File: config.mk
export PLATFORM = sky130hd
export DESIGN_NAME = dac_tx_sequencer
export DESIGN_NICKNAME = d
export VERILOG_FILES = /design/src/rtl/dac_seq_pkg.sv /design/src/rtl/dac_offset_binary.sv /design/src/rtl/dac_tx_sequencer.sv
export SDC_FILE = /design/constraint.sdc
export NUM_CORES = 1
export LEC_CHECK = 0
export BUFFER_PORTS_ARGS = -buffer_cell sky130_fd_sc_hd__buf_2
export CORE_MARGIN = 2
export CORE_UTILIZATION = 50
export CTS_CLUSTER_SIZE = 14
export DETAILED_ROUTE_END_ITERATION = 10
export PLACE_DENSITY = 0.69
export SLEW_MARGIN = 30
export SYNTH_ARGS = -nofsm -noshare
export SYNTH_HDL_FRONTEND = slang
export SYNTH_SLANG_ARGS = --single-unit
File: constraint.sdc
create_clock -name clk_in -period 5.8 [get_ports clk_in]
set_input_delay 0.87 -clock clk_in [delete_from_list [all_inputs] [get_ports clk_in]]
set_output_delay 0.87 -clock clk_in [all_outputs]
set_load 0.03 [all_outputs]
File: src/rtl/dac_seq_pkg.sv
// Shared types and constants for the TX DAC output sequencer.
//   dac_state_t : PTT sequencing states
//   midscale()  : offset-binary code for a zero sample of a given width
//   full_gain() : unity gain value for a given ramp resolution
package dac_seq_pkg;

    typedef enum logic [1:0] {
        IDLE,
        RAMP_UP,
        ACTIVE,
        RAMP_DOWN
    } dac_state_t;

    function automatic int unsigned midscale(input int unsigned width);
        return 32'd1 << (width - 1);
    endfunction

    function automatic int unsigned full_gain(input int unsigned ramp_bits);
        return 32'd1 << ramp_bits;
    endfunction

endpackage

File: src/rtl/dac_offset_binary.sv
// Output stage: registered slice of the scaled sample plus MSB inversion,
// turning a two's-complement value into an offset-binary DAC code.
//   clk_in       : DAC-domain clock
//   reset_n      : synchronous active-low reset (code returns to midscale)
//   sample_valid : load a new code from sample
//   force_mid    : override, load midscale (takes priority over sample_valid)
//   sample       : signed scaled sample, IN_WIDTH bits
//   code         : offset-binary DAC code, OUT_WIDTH bits
import dac_seq_pkg::*;

module dac_offset_binary #(
    parameter int IN_WIDTH  = 27,
    parameter int OUT_WIDTH = 14,
    parameter int SHIFT     = 27
) (
    input  logic                 clk_in,
    input  logic                 reset_n,
    input  logic                 sample_valid,
    input  logic                 force_mid,
    input  logic [IN_WIDTH-1:0]  sample,
    output logic [OUT_WIDTH-1:0] code
);

    localparam logic [OUT_WIDTH-1:0] MIDSCALE = OUT_WIDTH'(midscale(OUT_WIDTH));

    always_ff @(posedge clk_in) begin
        if (!reset_n) begin
            code <= MIDSCALE;
        end else if (force_mid) begin
            code <= MIDSCALE;
        end else if (sample_valid) begin
            code <= {~sample[SHIFT-1], sample[SHIFT-2 -: OUT_WIDTH-1]};
        end
    end

endmodule

File: src/rtl/dac_tx_sequencer.sv
// TX DAC output sequencer: PTT key-up/key-down with a linear gain ramp,
// midscale hold while idle, starvation flag, offset-binary output.
//   clk_in       : DAC-domain clock
//   reset_n      : synchronous active-low reset
//   tx_enable    : PTT request (level)
//   sample_valid : DATA_IN qualifier
//   DATA_IN      : signed TX sample
//   DATA_OUT     : offset-binary DAC code, 2 cycles after its sample
//   tx_ready     : full gain reached (ACTIVE)
//   busy         : any state other than IDLE
//   underrun     : sticky starvation flag
import dac_seq_pkg::*;

module dac_tx_sequencer #(
    parameter int IN_WIDTH      = 27,
    parameter int OUT_WIDTH     = 14,
    parameter int SHIFT         = 27,
    parameter int RAMP_BITS     = 10,
    parameter int STARVE_CYCLES = 64
) (
    input  logic                 clk_in,
    input  logic                 reset_n,
    input  logic                 tx_enable,
    input  logic                 sample_valid,
    input  logic [IN_WIDTH-1:0]  DATA_IN,
    output logic [OUT_WIDTH-1:0] DATA_OUT,
    output logic                 tx_ready,
    output logic                 busy,
    output logic                 underrun
);

    localparam int PW = IN_WIDTH + RAMP_BITS + 2;
    localparam int CW = $clog2(STARVE_CYCLES + 1);
    localparam logic [RAMP_BITS:0] FULL     = (RAMP_BITS+1)'(full_gain(RAMP_BITS));
    localparam logic [RAMP_BITS:0] GAIN_ONE = (RAMP_BITS+1)'(1);
    localparam logic [CW-1:0]      STARVE_MAX = CW'(STARVE_CYCLES);

    dac_state_t           state;
    logic [RAMP_BITS:0]   gain;
    logic [CW-1:0]        starve_cnt;

    logic signed [PW-1:0] data_ext;
    logic signed [PW-1:0] gain_ext;
    logic signed [PW-1:0] prod;
    logic signed [PW-1:0] scaled;

    logic [IN_WIDTH-1:0]  s1_data;
    logic                 s1_valid;
    logic                 s1_idle;

    // Control FSM. Transitions on tx_enable never step the gain in the same
    // cycle; gain is clamped at FULL/0 so a reversal at either end is safe.
    always_ff @(posedge clk_in) begin
        if (!reset_n) begin
            state    <= IDLE;
            gain     <= '0;
            tx_ready <= 1'b0;
            busy     <= 1'b0;
        end else begin
            case (state)
                IDLE: begin
                    gain <= '0;
                    if (tx_enable) begin
                        state <= RAMP_UP;
                        busy  <= 1'b1;
                    end
                end
                RAMP_UP: begin
                    if (!tx_enable) begin
                        state <= RAMP_DOWN;
                    end else if (gain == FULL) begin
                        state    <= ACTIVE;
                        tx_ready <= 1'b1;
                    end else if (sample_valid) begin
                        gain <= gain + GAIN_ONE;
                        if (gain == FULL - GAIN_ONE) begin
                            state    <= ACTIVE;
                            tx_ready <= 1'b1;
                        end
                    end
                end
                ACTIVE: begin
                    gain <= FULL;
                    if (!tx_enable) begin
                        state    <= RAMP_DOWN;
                        tx_ready <= 1'b0;
                    end
                end
                RAMP_DOWN: begin
                    if (tx_enable) begin
                        state <= RAMP_UP;
                    end else if (gain == '0) begin
                        state <= IDLE;
                        busy  <= 1'b0;
                    end else if (sample_valid) begin
                        gain <= gain - GAIN_ONE;
                        if (gain == GAIN_ONE) begin
                            state <= IDLE;
                            busy  <= 1'b0;
                        end
                    end
                end
                default: begin
                    state    <= IDLE;
                    gain     <= '0;
                    tx_ready <= 1'b0;
                    busy     <= 1'b0;
                end
            endcase
        end
    end

    // Starvation watchdog: counts cycles since the last sample while keyed.
    always_ff @(posedge clk_in) begin
        if (!reset_n) begin
            starve_cnt <= '0;
            underrun   <= 1'b0;
        end else if (state == IDLE) begin
            starve_cnt <= '0;
            if (tx_enable) begin
                underrun <= 1'b0;
            end
        end else if (sample_valid) begin
            starve_cnt <= '0;
        end else if (starve_cnt != STARVE_MAX) begin
            starve_cnt <= starve_cnt + CW'(1);
            if (starve_cnt == STARVE_MAX - CW'(1)) begin
                underrun <= 1'b1;
            end
        end
    end

    // Stage 1: scale by the pre-update gain. Gain <= 1.0, so the shifted
    // product always fits back into IN_WIDTH bits.
    assign data_ext = {{(RAMP_BITS+2){DATA_IN[IN_WIDTH-1]}}, DATA_IN};
    assign gain_ext = {{(IN_WIDTH+1){1'b0}}, gain};
    assign prod     = data_ext * gain_ext;
    assign scaled   = prod >>> RAMP_BITS;

    // s1_idle travels with the sample so the midscale override lands one
    // cycle after IDLE is entered, letting the last ramp-down code through.
    always_ff @(posedge clk_in) begin
        if (!reset_n) begin
            s1_data  <= '0;
            s1_valid <= 1'b0;
            s1_idle  <= 1'b0;
        end else begin
            s1_valid <= sample_valid;
            s1_idle  <= (state == IDLE);
            if (sample_valid) begin
                s1_data <= scaled[IN_WIDTH-1:0];
            end
        end
    end

    dac_offset_binary #(
        .IN_WIDTH  (IN_WIDTH),
        .OUT_WIDTH (OUT_WIDTH),
        .SHIFT     (SHIFT)
    ) u_out (
        .clk_in       (clk_in),
        .reset_n      (reset_n),
        .sample_valid (s1_valid),
        .force_mid    (s1_idle),
        .sample       (s1_data),
        .code         (DATA_OUT)
    );

endmodule

# Word level (Yosys, flattened, before mapping)
# Index checks and enable logic that the tools add are counted.
# totals
regBits	66
latch_bits	0
ram_bits	0
mem_bits_ro	0
inputBits	31
wordCells	89
n_memories	0
# classes
n_addsub	3
mul	1
div_mod_pow	0
n_lt_le_gt_ge	0
n_eq_ne	25
n_shift	0
muxes	35
n_bitwise	2
reduce_logical	13
# ops
operator	n
$mux W11	6
$pmux W11 S4	1
$mul A27 B12 Y37	1
$mux W2	10
$ne A2 B2 Y1 const B	8
$ne A4 B4 Y1 const B	4
$mux W1	15
$ne A3 B3 Y1 const B	4
$reduce_and A6 Y1	2
$add A11 B1 Y11 const B	1
$eq A11 B1 Y1 const B	1
$eq A11 B10 Y1 const B	1
$eq A11 B11 Y1 const B	1
$logic_not A11 Y1	1
$sub A11 B1 Y11 const B	1
$reduce_and A5 Y1	2
$pmux W2 S4	1
$reduce_bool A2 Y1	4
$add A7 B1 Y7 const B	1
$eq A7 B6 Y1 const B	1
$ne A7 B7 Y1 const B	1
$eq A2 B2 Y1 const B	2
$pmux W1 S2	2
$reduce_and A4 Y1	1
6 further kinds	7

# Logic depth before layout (Yosys ltp)
# Gate-level depths: netlist of run 1.
# logic_depth
depth_word	6
mapped_depth	23
depth_no_buf	19

# Cells and area by module
# A second synthesis of run 1 with hierarchy kept.
# hier_totals
cells_unflattened	1532
area_unflattened_um2	12973.7
# by_module_without_submodules
mod	n_inst	cells_each	area_per_inst_um2	seq_area_each_um2
dac_tx_sequencer	1	1485	12454.4	1041.0
dac_offset_binary	1	47	519.2	280.3

# Least setup slack after synthesis of run 1
# Ideal clock, no wire load.
# synth_timing
path_type	input to register
from	input port DATA_IN[13]
to	register s1_data[19]
arrival_time_ns	5.560
required_ns	5.678
path_slack_ns	0.118
cell_stages	17
path_buffers	1
cell_sequence	clkbuf_1 nand2_1 fa_1 inv_1 fa_1 fa_1 fa_1 inv_1 fa_1 inv_1 ha_1 nand3_2 or4_4 o21bai_1 a32oi_2 a31oi_1 a221o_1
# synth_via
elab_chain_cells	1
# synth_rtl
item	line_no	source
start: declaration	dac_tx_sequencer.sv:25	input logic [IN_WIDTH-1:0] DATA_IN,
$mul A27 B12 Y37	dac_tx_sequencer.sv:137	assign prod = data_ext * gain_ext;
end signal: assignment	dac_tx_sequencer.sv:151	s1_data <= scaled[IN_WIDTH-1:0];
end: declaration	dac_tx_sequencer.sv:47	logic [IN_WIDTH-1:0] s1_data;
# No other way between the ends.
# A chain may end at the register's enable or synchronous reset.

# Final worst setup path of run 1
# Same ends and word-level chain as after synthesis.

==> results of run 1 <==
-- routing by layer --
layer  GRT usage  vias to the layer above
met5           0                        -
met1       0.318                     4888
met2       0.439                      220
li1            -                     4566
met4      0.0495                        0
met3      0.0128                       38
-- cells by family (layout without fill, tap and decap cells) --
logic type | count (synthesis) | after routing
muxes | 19 | 19
xor gates and xnor gates | 20 | 20
and+or+nand+nor | 500 | 500
adders and majority gates | 336 | 336
AOI/OAI and AO/OA | 160 | 160
buffers and inverters | 387 | 413
DFF | 53 | 53
-- path summary, 6_finish.rpt --
| kind | slack, ns | depth (start not counted) | startpoint | endpoint |
|---|---|---|---|---|
| worst min-delay path | 0.48 | 2 | u_out.code[13]$_SDFFE_PP1P_ | u_out.code[13]$_SDFFE_PP1P_ |
| worst max-delay path | 0.29 | 18 | DATA_IN[13] | s1_data[19]$_SDFFE_PN0P_ |
| worst min register to register | 0.48 | 2 | u_out.code[13]$_SDFFE_PP1P_ | u_out.code[13]$_SDFFE_PP1P_ |
| worst max register to register | 0.39 | 18 | gain[2]$_SDFFE_PN0P_ | s1_data[24]$_SDFFE_PN0P_ |
-- synth_stat cells (3+ instances only) --
| cell type | n |
|---|---|
| a211o_1 | 5 |
| a211oi_1 | 7 |
| a21o_1 | 10 |
| a21oi_1 | 52 |
| a221oi_1 | 5 |
| a311o_1 | 3 |
| a31o_2 | 3 |
| a31oi_1 | 4 |
| and2_1 | 96 |
| and3_1 | 5 |
| buf_1 | 8 |
| buf_2 | 4 |
| buf_4 | 5 |
| clkbuf_1 | 68 |
| dfxtp_1 | 53 |
| fa_1 | 251 |
| ha_1 | 85 |
| inv_1 | 295 |
| mux2i_1 | 18 |
| nand2_1 | 250 |
| nand2b_1 | 6 |
| nand3_1 | 26 |
| nand3b_1 | 14 |
| nand4_1 | 13 |
| nor2_1 | 42 |
| nor3_1 | 17 |
| nor3b_1 | 3 |
| nor4_1 | 4 |
| o211ai_1 | 7 |
| o21ai_0 | 33 |
| o21bai_1 | 5 |
| o31ai_1 | 3 |
| or3_1 | 6 |
| xnor2_1 | 11 |
| xor2_1 | 9 |
-- sequential cells by signal (all words and copies together) (netlist names), 2 cells and up --
name,flops
s1_data,14
u_out.code,14
gain,11
starve_cnt,7
state,2
-- timing repair --
| item | in CTS | in global routing |
|---|---|---|
| setup buffers | 0 | 1 |
| pin swaps | 0 | 1 |
| gates resized for setup | 1 | 2 |
| endpoints found under the hold margin | 0 | 0 |
| hold buffers | 0 | 0 |
| endpoints found under the setup margin | 3 | 4 |
-- worst min-delay path: stages (launching register included) --
cell      delay, ns
dfxtp_1        0.32
o21ai_0        0.07
nand2b_1       0.06
-- area by class of cell --
type	count	area, µm²
sequential	53	1060
fill	2218	11000
multi-input combinational	1035	9940
clock buffer	5	125
inverter	296	1110
tap	324	405
clock inverter	3	43.8
timing repair buffer	109	751
-- power groups by stage --
stage / combinational (µW) / sequential, µW / clock [µW]
after floorplan: 1100 / 454 / 0
after global routing: 1730 / 454 / 369
after CTS: 1520 / 449 / 349
final: 1520 / 450 / 342
after global placement: 1470 / 455 / 0
after detailed placement: 1500 / 456 / 0
-- metrics by stage --
stage               hold WS (ns)   util  std cells  worst slack [ns]
CTS                        0.483  0.549       1824             0.246
finish                     0.482  0.549       1825             0.286
global route               0.503  0.549       1825           0.00227
detailed placement         0.462  0.542       1816           -0.0462
floorplan                  0.446      -       1475             0.118
global placement           0.462  0.542       1816            0.0522
==> metrics.yaml, run 1 <==
worst_setup_path:
  criticalPathCategory: "in2reg"
  critPathRequiredTime_ns: 6.04
  end_kind: "register"
  crit_buf_inv: 4
  cp.arrival_ns: 5.75
  cp_max_fo: 8
  cp-start-kind: "primary input"
  crit_slowest_cell: "fa_1"
  path_cells: "buf_2 -> nand2_1 -> fa_1 -> inv_1 -> fa_1 -> fa_1 -> fa_1 -> inv_1 -> fa_1 -> inv_1 -> ha_1 -> nand3_2 -> or4_4 -> o21bai_1 -> a32oi_2 -> a31oi_1 -> nor4b_2 -> a221o_1"
  cpPeakStageDelay_ns: 0.56
  cp_common_cell: "fa_1"
  crit_family: "adder cells"
outcome:
  status: "completed"
sta:
  fin_crit_sh: 0.951
  setup_viol: 0
  post-route-min-period_ns: 5.51
  hold_viol_final: 0
  tightest_slew_ns: 0.984
  setup_tns_ns: 0
  skew_ns: 0.00430
  report.final.slew_viol_count: 0
  slew_headroom: 0.343
  rsz0062_at_grt: "false"
  max_freq_mhz: 181
yosys:
  synth_top_area_cell: "fa_1"
  synth_seq_cells: 53
  ys_async_sr_fraction: 0
  synth_compound_area_frac: 0.0840
  synth_adder_area_share: 0.487
  synth_top_family_by_area: "adder cells"
  synthMuxAreaShare: 0.0153
  synth_warnings: 0
  synth_xor_area_frac: 0.0140
  syn_avg_cell_area_um2: 8.48
  synthesis.area_um2: 12500
  netlist_top_cells_area: "fa_1 40%, inv_1 8.9%, ha_1 8.5%"
  ys.flop_type: "dfxtp_1"
  synth_seq_area_share: 0.0849
  synthCells: 1475
  synth_top_area_share: 0.402
  yosys.area_share.simple: 0.194
  synth-edff-count: 0
  synth_cell_types: 73
  synth_nets: 1842
routing:
  wl_per_cell_um: 16.1
  first_pass_iters: 5
  wl_met3_mm: 1.06
  vias_per_cell: 5.32
  finalWirelength_mm: 29.4
  first_iter_violations: 535
  top_layer: "met4"
  ant_nets: 0
  vias: 9712
  drt-met1-wl_mm: 12.9
  routed-wl-met2_mm: 14.9
  drc: 0
power_and_ir_drop:
  combinationalPowerShare: 0.658
  p_leak_uw: 0.00668
  swShare: 0.479
  switchingPower_uw: 1110
  peakVddDrop_v: 0.000155
  p_total_uw: 2310
  pwr-share-clk: 0.148
  seq_power_share: 0.194
  p_int_uw: 1210
  p_per_area_nw_per_um2: 172
floorplanning:
  ios: 48
  die_x_um: 162
  die_h_um: 162
  core_um2: 24500
  start_util: 0.511
  rows: 57
  dieArea_um2: 26300
placement:
  portBuffers: 47
  place_area_um2: 13300
  gp_congestion: 0.878
  dp_hpwl_mm: 23.5
global_routing:
  grt_pass1_vias: 10700
  grt.total_usage: 0.240
  antenna_found_initial: 0
  grt_first_pass_wirelength_mm: 51.4
  grt_max_degree: 39
  grt_overflow: 0
clocking:
  cts.htree.levels: 2
  cts.clk_slew.worst_paths_ns: 0.07
  cts.path.max_buffers: 2
  clk_latency_ns: 0.29
  cts_sinks: 53
  cts_root_buf: "clkbuf_16"
  cts_buffers: 5
  cts_tree: "done"
job:
  maxCapViolations: 0
final_layout:
  layout_commonest_cell: "inv_1"
  layout_common_cells: "295 x inv_1, 251 x fa_1, 250 x nand2_1"
  drive_gt1_frac: 0.0933
  postLayoutCellArea_um2: 13400
  area_delta_synth_final_pct: 7.49
  nets: 1867
  diodes: 0
hold_path:
  hold_class: "reg2reg"
Note: power is estimated with default switching activity, not from simulation.
==> run 2: changes to the inputs <==
--- a/config.mk
+++ b/config.mk
@@ -5,12 +5,13 @@
 export SDC_FILE = /design/constraint.sdc
 export NUM_CORES = 1
 export LEC_CHECK = 0
-export BUFFER_PORTS_ARGS = -buffer_cell sky130_fd_sc_hd__buf_2
+export CORE_ASPECT_RATIO = 1.1
 export CORE_MARGIN = 2
 export CORE_UTILIZATION = 50
 export CTS_CLUSTER_SIZE = 14
 export DETAILED_ROUTE_END_ITERATION = 10
-export PLACE_DENSITY = 0.69
+export DONT_BUFFER_PORTS = 1
+export PLACE_DENSITY = 0.68
 export SLEW_MARGIN = 30
 export SYNTH_ARGS = -nofsm -noshare
 export SYNTH_HDL_FRONTEND = slang
==> run 2 against run 1 <==
- largest cell class unchanged
- clock power is 16% lower
- combinational power decreased by 8%
- non-clock buffer count down 72
- setup slack improved by 0.026 ns
- register-to-register slack lost 0.08 ns
- global-route usage is 0.50 points lower
- highest routed layer unchanged
- via count shrank 1.9%
- critical endpoint is now s1_data[22]$_SDFFE_PN0P_
- clock-buffer cell count is the same
- critical path depth did not move
- hold slack worse by 0.0078 ns
- largest power group unchanged
- utilization down 2.2 points
==> metrics.yaml, run 2 (synthesized netlist as in run 1, its figures left out) <==
outcome:
  status: "completed"
global_routing:
  grt_overflow: 0
  grt.total_usage: 0.235
  grt_max_degree: 39
  grt_pass1_vias: 10300
  grt_first_pass_wirelength_mm: 49.8
  antenna_found_initial: 0
clocking:
  cts.htree.levels: 2
  cts.clk_slew.worst_paths_ns: 0.07
  cts_root_buf: "clkbuf_16"
  clk_latency_ns: 0.29
  cts_tree: "done"
  cts_buffers: 5
  cts.path.max_buffers: 2
  cts_sinks: 53
routing:
  ant_nets: 0
  finalWirelength_mm: 28.5
  drc: 0
  vias_per_cell: 5.48
  first_pass_iters: 5
  first_iter_violations: 668
  wl_per_cell_um: 16.4
  vias: 9528
worst_setup_path:
  cp-startpoint: "gain[8]$_SDFFE_PN0P_"
  cp_common_cell: "fa_1"
  critPathRequiredTime_ns: 5.97
  r2r_end: "s1_data[22]$_SDFFE_PN0P_"
  rrSetupSlack_ns: 0.31
  regToRegStartpoint: "gain[8]$_SDFFE_PN0P_"
  path_cells: "buf_4 -> nand2_1 -> fa_1 -> inv_1 -> fa_1 -> fa_1 -> fa_1 -> inv_1 -> fa_1 -> inv_1 -> ha_1 -> a21oi_1 -> o21ai_0 -> a21oi_1 -> o21ai_0 -> o21ai_0 -> a21oi_1 -> a311o_1"
  cp_max_fo: 17
  cpPeakStageDelay_ns: 0.63
  crit_slowest_cell: "dfxtp_2"
  end_kind: "register"
  crit_path_end: "s1_data[22]$_SDFFE_PN0P_"
  cp.arrival_ns: 5.66
  criticalPathCategory: "reg2reg"
  cp-start-kind: "register"
  r2r_cells: 18
sta:
  post-route-min-period_ns: 5.49
  rsz0062_at_grt: "false"
  fin_crit_sh: 0.946
  report.final.slew_viol_count: 0
  hold_viol_final: 0
  skew_ns: 0.00297
  whs_ns: 0.474
  slew_headroom: 0.377
  setup_viol: 0
  max_freq_mhz: 182
  tightest_slew_ns: 0.929
  setup_tns_ns: 0
power_and_ir_drop:
  p_per_area_nw_per_um2: 167
  peakVddDrop_v: 0.000146
  p_total_uw: 2160
  p_leak_uw: 0.00633
final_layout:
  layout_common_cells: "295 x inv_1, 251 x fa_1, 250 x nand2_1"
  utilization: 0.528
  drive_gt1_frac: 0.0476
  area_delta_synth_final_pct: 3.56
  seqCellArea_um2: 1060
  multi_input_area_um2: 9930
  diodes: 0
  nets: 1795
  fill_cells: 2302
  postLayoutCellArea_um2: 12900
  top_regs: "s1_data: 14 flops, u_out.code: 14 flops, gain: 11 flops"
  layout_commonest_cell: "inv_1"
hold_path:
  hold_class: "reg2reg"
job:
  maxCapViolations: 0
floorplanning:
  dieArea_um2: 26300
  ios: 48
  rows: 60
  core_um2: 24500
  start_util: 0.509
  die_x_um: 155
  die_h_um: 170
placement:
  gp_congestion: 0.859
  portBuffers: 0
  dp_hpwl_mm: 23.1
  place_area_um2: 12800
run 2: layer usage:
metal  up-vias  share of wire  track usage
li1       4423              -            -
met2       202           0.52        0.432
met3        49          0.037       0.0237
met1      4854           0.42        0.295
met5         -              0            0
met4         0          0.027       0.0668
run 2: worst min-delay path by stage:
| stage | start | to | slack, ns | depth (start not counted) |
|---|---|---|---|---|
| 4_1_cts | s1_data[13]$_SDFFE_PN0P_ | s1_data[13]$_SDFFE_PN0P_ | 0.48 | 2 |
| 5_1_grt | s1_data[13]$_SDFFE_PN0P_ | s1_data[13]$_SDFFE_PN0P_ | 0.50 | 2 |
| 6_report | s1_data[13]$_SDFFE_PN0P_ | s1_data[13]$_SDFFE_PN0P_ | 0.47 | 2 |
| 3_3_place_gp | s1_data[13]$_SDFFE_PN0P_ | s1_data[13]$_SDFFE_PN0P_ | 0.47 | 2 |
| 3_5_place_dp | s1_data[13]$_SDFFE_PN0P_ | s1_data[13]$_SDFFE_PN0P_ | 0.47 | 2 |
| 2_1_floorplan | s1_data[13]$_SDFFE_PN0P_ | s1_data[13]$_SDFFE_PN0P_ | 0.45 | 2 |
run 2: final cells by class:
cell class | count | share of cell area
multi-input cells | 1035 | 0.767
inverters | 296 | 0.0858
flip-flops and latches | 53 | 0.0821
well taps | 310 | 0.0300
repair buffers | 37 | 0.0243
clock buffers | 5 | 0.00966
clock inverters | 3 | 0.00135
run 2: worst max-delay path, delay by kind of cell, from the launching register on:
kind / cells / cell delay, ns
adder cells (fa/ha/maj): 6 / 2.81
flip-flops: 1 / 0.63
buffers and inverters: 4 / 0.45
AND/OR/NAND/NOR: 1 / 0.08
AO/OA/AOI/OAI: 7 / 1.41
run 2: power breakdown:
group	internal [µW]	switching, µW
Sequential	408	69.5
Clock	158	128
Combinational	551	845
run 2: what timing repair did:
action	4_1_cts	5_1_grt
hold buffers	0	0
setup buffers	0	0
setup endpoints to repair	1	11
gates resized for setup	1	1
run 2: per-stage QoR:
stage | instances | worst slack [ns]
2_1_floorplan | 1475 | 0.118
3_3_place_gp | 1731 | 0.100
3_5_place_dp | 1731 | 0.0183
4_1_cts | 1739 | 0.116
5_1_grt | 1739 | 0.000494
6_report | 1739 | 0.312
